### config.mk
export PLATFORM = sky130hd
export DESIGN_NAME = sha256_round_ctrl
export DESIGN_NICKNAME = d
export VERILOG_FILES = /design/src/rtl/sha256_pkg.sv /design/src/rtl/sha256_round_ctrl.sv
export SDC_FILE = /design/constraint.sdc
export NUM_CORES = 1
export LEC_CHECK = 0
export CORE_MARGIN = 2
export CORE_UTILIZATION = 30
export CTS_BUF_LIST = sky130_fd_sc_hd__clkbuf_16
export CTS_CLUSTER_SIZE = 24
export DETAILED_ROUTE_END_ITERATION = 7
export GPL_ROUTABILITY_DRIVEN = 0
export SLEW_MARGIN = 25
export SYNTH_ARGS = -nofsm -noshare
export SYNTH_HDL_FRONTEND = slang
export SYNTH_SLANG_ARGS = --single-unit
### constraint.sdc
create_clock -name clk -period 1.7 [get_ports clk]
set_clock_uncertainty 0.2 [all_clocks]
set_input_delay 0.34 -clock clk [delete_from_list [all_inputs] [get_ports clk]]
set_output_delay 0.34 -clock clk [all_outputs]
set_load 0.005 [all_outputs]
### src/rtl/sha256_pkg.sv
// sha256_pkg: shared state encoding and round constants for the SHA-256 controller.
package sha256_pkg;
    typedef enum logic [2:0] {S_IDLE, S_INIT, S_ROUND, S_FINAL, S_DONE} state_t;
    localparam int SHA_ROUNDS = 64;
    localparam int SHA_SCHED_RAW = 16;
    localparam int SHA_RND_W = 6;
endpackage

### src/rtl/sha256_round_ctrl.sv
// sha256_round_ctrl: round/pass sequencer for a multi-pass SHA-256 compression datapath.
module sha256_round_ctrl
    import sha256_pkg::*;
#(
    parameter int ROUNDS = SHA_ROUNDS,
    parameter int PASSES = 2
) (
    input  logic                 clk,
    input  logic                 rst,
    input  logic                 start,
    input  logic                 hold,
    output logic                 busy,
    output logic                 done,
    output logic                 init,
    output logic [SHA_RND_W-1:0] round,
    output logic [SHA_RND_W-1:0] k_addr,
    output logic                 w_sel,
    output logic                 upd_en,
    output logic                 h_upd,
    output logic [1:0]           pass,
    output logic                 pass_first
);
    localparam logic [SHA_RND_W-1:0] RND_LAST = SHA_RND_W'(ROUNDS - 1);
    localparam logic [1:0] PASS_LAST = 2'(PASSES - 1);

    state_t state, state_n;
    logic [SHA_RND_W-1:0] round_n;
    logic [1:0] pass_n;
    logic stall;

    always_ff @(posedge clk) begin
        if (rst) begin
            state <= S_IDLE;
            round <= '0;
            pass  <= '0;
        end else begin
            state <= state_n;
            round <= round_n;
            pass  <= pass_n;
        end
    end

    assign stall = hold && (state == S_INIT || state == S_ROUND || state == S_FINAL);

    always_comb begin
        state_n = state;
        round_n = round;
        pass_n  = pass;
        if (!stall) begin
            case (state)
                S_IDLE:  state_n = start ? S_INIT : S_IDLE;
                S_INIT:  state_n = S_ROUND;
                S_ROUND: begin
                    // counter saturates at the last round so it never wraps
                    state_n = (round == RND_LAST) ? S_FINAL : S_ROUND;
                    round_n = (round == RND_LAST) ? round : round + 1'b1;
                end
                S_FINAL: begin
                    state_n = (pass == PASS_LAST) ? S_DONE : S_INIT;
                    pass_n  = (pass == PASS_LAST) ? pass : pass + 1'b1;
                    round_n = (pass == PASS_LAST) ? round : '0;
                end
                S_DONE: begin
                    state_n = S_IDLE;
                    round_n = '0;
                    pass_n  = '0;
                end
                default: state_n = S_IDLE;
            endcase
        end
    end

    assign busy       = state != S_IDLE;
    assign done       = state == S_DONE;
    assign init       = state == S_INIT && !hold;
    assign upd_en     = (state == S_INIT || state == S_ROUND) && !hold;
    // suppressed during reset so an interrupted job never half-commits H
    assign h_upd      = state == S_FINAL && !hold && !rst;
    assign k_addr     = round;
    assign w_sel      = round >= SHA_RND_W'(SHA_SCHED_RAW);
    assign pass_first = pass == 2'd0;
endmodule

==> reports/qor.yml <==
layout:
  final_cell_mix: "buf_4, clkdlybuf4s50_1, dlygate4sd2_1, dfxtp_2"
  fin_nets: 135
  final_common_cell: "buf_4"
  instances_no_fill: 157
  antenna_cells: 0
  syn_to_final_growth_pct: 69.09
  fin_area_um2: 1252
  final_util: 0.5197
  drive_above_1_share: 0.4488
critical_path:
  critPathBufInv: 1
  slowest_stage: "clkdlybuf4s50_1"
  required_ps: 1160
  critical_path.max_fanout: 7
  critPathLaunchType: "register"
  path_class: "reg2out"
  arrival_ps: 1130
  critical-path-top-delay-family: "buffers and inverters"
  max_stage_delay_ps: 510
  worstPathCellList: "clkdlybuf4s50_1"
  cp-end-kind: "output pin"
placed_design:
  placed_area_um2: 1090
  pre_cts_ws_ps: -477.5
  dp.cells: 149
  dp_hpwl_um: 1342
  io_buffers: 24
power:
  p_int_mw: 0.6439
  power.share.combinational: 0.160
  power_leakage_nw: 0.5650
  p_per_area_nw_per_um2: 665.1
  total_power_mw: 0.8330
  switchingPower_mw: 0.1891
  seqPwrFrac: 0.329
  ir_worst_vdd_mv: 0.6134
  clkPwrFrac: 0.511
  sw_frac_of_total: 0.2270
floorplan:
  die-width_um: 53.69
  dieArea_um2: 2883
  rows: 18
  core-area_um2: 2410
  die_h_um: 53.69
  ios: 25
  start_util: 0.3074
synth:
  ys_types: 31
  syn_inst: 86
  synth_area_per_cell_um2: 8.613
  ys_seq_elements: 11
  ys_seq_area_frac: 0.2973
  netlist_area_um2: 740.7
  syn_nets: 93
  ys.warnings.count: 0
clocking:
  cts_tree: "built"
  htreeDepth: 1
  cts_root_buf: "clkbuf_16"
  cts_sinks: 11
  cts_buffer_depth: 2
  clkTransAtPathRegs_ps: 40
  numCtsBuffers: 3
  clkLatencyLatePin_ps: 240
drt:
  num_vias: 751
  drt-total-wl_um: 1864
  dr.pass1.iters: 4
  drt_iter0_markers: 11
  detail-route-antenna-nets: 0
  post-route-drc-count: 0
  post_drt_wl_per_cell_um: 11.87
  vias_per_cell: 4.783
flow_run:
  drv_cap: 0
global_route:
  track_usage: 0.1384
  grt-ovfl-total: 0
  grt_pass1_vias: 651
  grt_pass1_wl_um: 2773
  grt_max_degree: 10
  antenna_found_initial: 0
timing:
  whs_ps: 275.8
  final-hold-violation-count: 0
  maxSlewViolCount: 0
  timing.final.ws_setup_ps: 33.12
  rsz0062_at_grt: "true"
  maxSlewHeadroom: 0.8083
  setup_violations: 0
  worst_slew_pin_slew_ps: 285.4
  final.period_utilization: 0.9805
  finalSetupTns_ps: 0
  fmax_ghz: 0.5999
  period_needed_ps: 1667
status:
  status: "complete, no violations"
worst_hold_path:
  hold_path_class: "reg2reg"
==> area by class of cell <==
cell class,count,area [um^2]
tap,30,37.54
fill,220,1157
sequential,11,239.0
timing repair buffer,47,405.4
clock inverter,1,3.754
inverter,5,18.77
clock buffer,3,75.07
multi-input combinational,60,473.0
==> layer usage <==
layer  vias up  track usage  routed length, um
met3         4      0.05278                 99
met4         0      0.06410                 27
met5         -            0                  0
li1        384            -                  -
met2        24       0.2520                944
met1       339       0.1366                792
==> cells by family (layout without fill, tap and decap cells) <==
kind of cell,Yosys count,in the layout,synth area share
AOI/OAI and AO/OA,20,20,0.1875
and+or+nand+nor,32,32,0.2787
buffers and inverters,15,56,0.1216
xor gates and xnor gates,2,2,0.02365
DFF,11,11,0.2973
muxes,3,3,0.04054
adders and majority gates,3,3,0.05068
==> registers in the layout, summed over array words and instances (netlist names) <==
register  cells
pass          2
k_addr        6
state         3
==> path summary, 6_finish.rpt <==
check,cells past startpoint,slack (ps),start,to
max reg2reg,7,50,state[0],k_addr[1]
max,1,30,k_addr[2],k_addr[2]
min,1,280,k_addr[5],k_addr[5]
min reg2reg,1,280,k_addr[5],k_addr[5]
==> synthesized netlist by cell type <==
library cell	instances	area, um^2
and2_1	1	6.260
buf_4	9	67.56
a31oi_1	5	31.28
a211oi_2	1	12.51
nor3b_1	1	7.510
o21ai_0	3	15.01
xnor2_1	2	17.52
nor3_1	5	25.02
nand2b_1	5	31.28
nor4_2	1	12.51
and3_1	2	12.51
ha_1	3	37.54
nor2_1	5	18.77
o31ai_1	1	7.510
o21bai_1	1	7.510
a21oi_1	5	25.02
nor2b_1	2	12.51
a311oi_1	1	8.760
clkbuf_1	1	3.750
nor3b_4	1	18.77
nand2_1	4	15.01
inv_1	5	18.77
a21oi_2	1	8.760
or2_2	2	12.51
or3_1	1	6.260
dfxtp_1	11	220.2
nand4_1	1	6.260
nor4_4	1	21.27
a2111oi_2	1	15.01
mux2i_1	3	30.03
a211oi_1	1	7.510
==> power groups by stage <==
stage / clock [mW] / combinational (mW) / sequential, mW
final: 0.425 / 0.133 / 0.274
after global routing: 0.445 / 0.145 / 0.275
after CTS: 0.429 / 0.127 / 0.274
after detailed placement: 0 / 0.127 / 0.279
after global placement: 0 / 0.126 / 0.280
after floorplan: 0 / 0.0681 / 0.277
==> what timing repair did <==
action                                  CTS  global route
pin swaps                                 3             4
endpoints found under the hold margin     0             0
gates resized for setup                  41            12
endpoints found under the setup margin   23            12
hold buffers                              0             0
setup buffers                             1             3
Note: power is estimated with default switching activity, not from simulation.
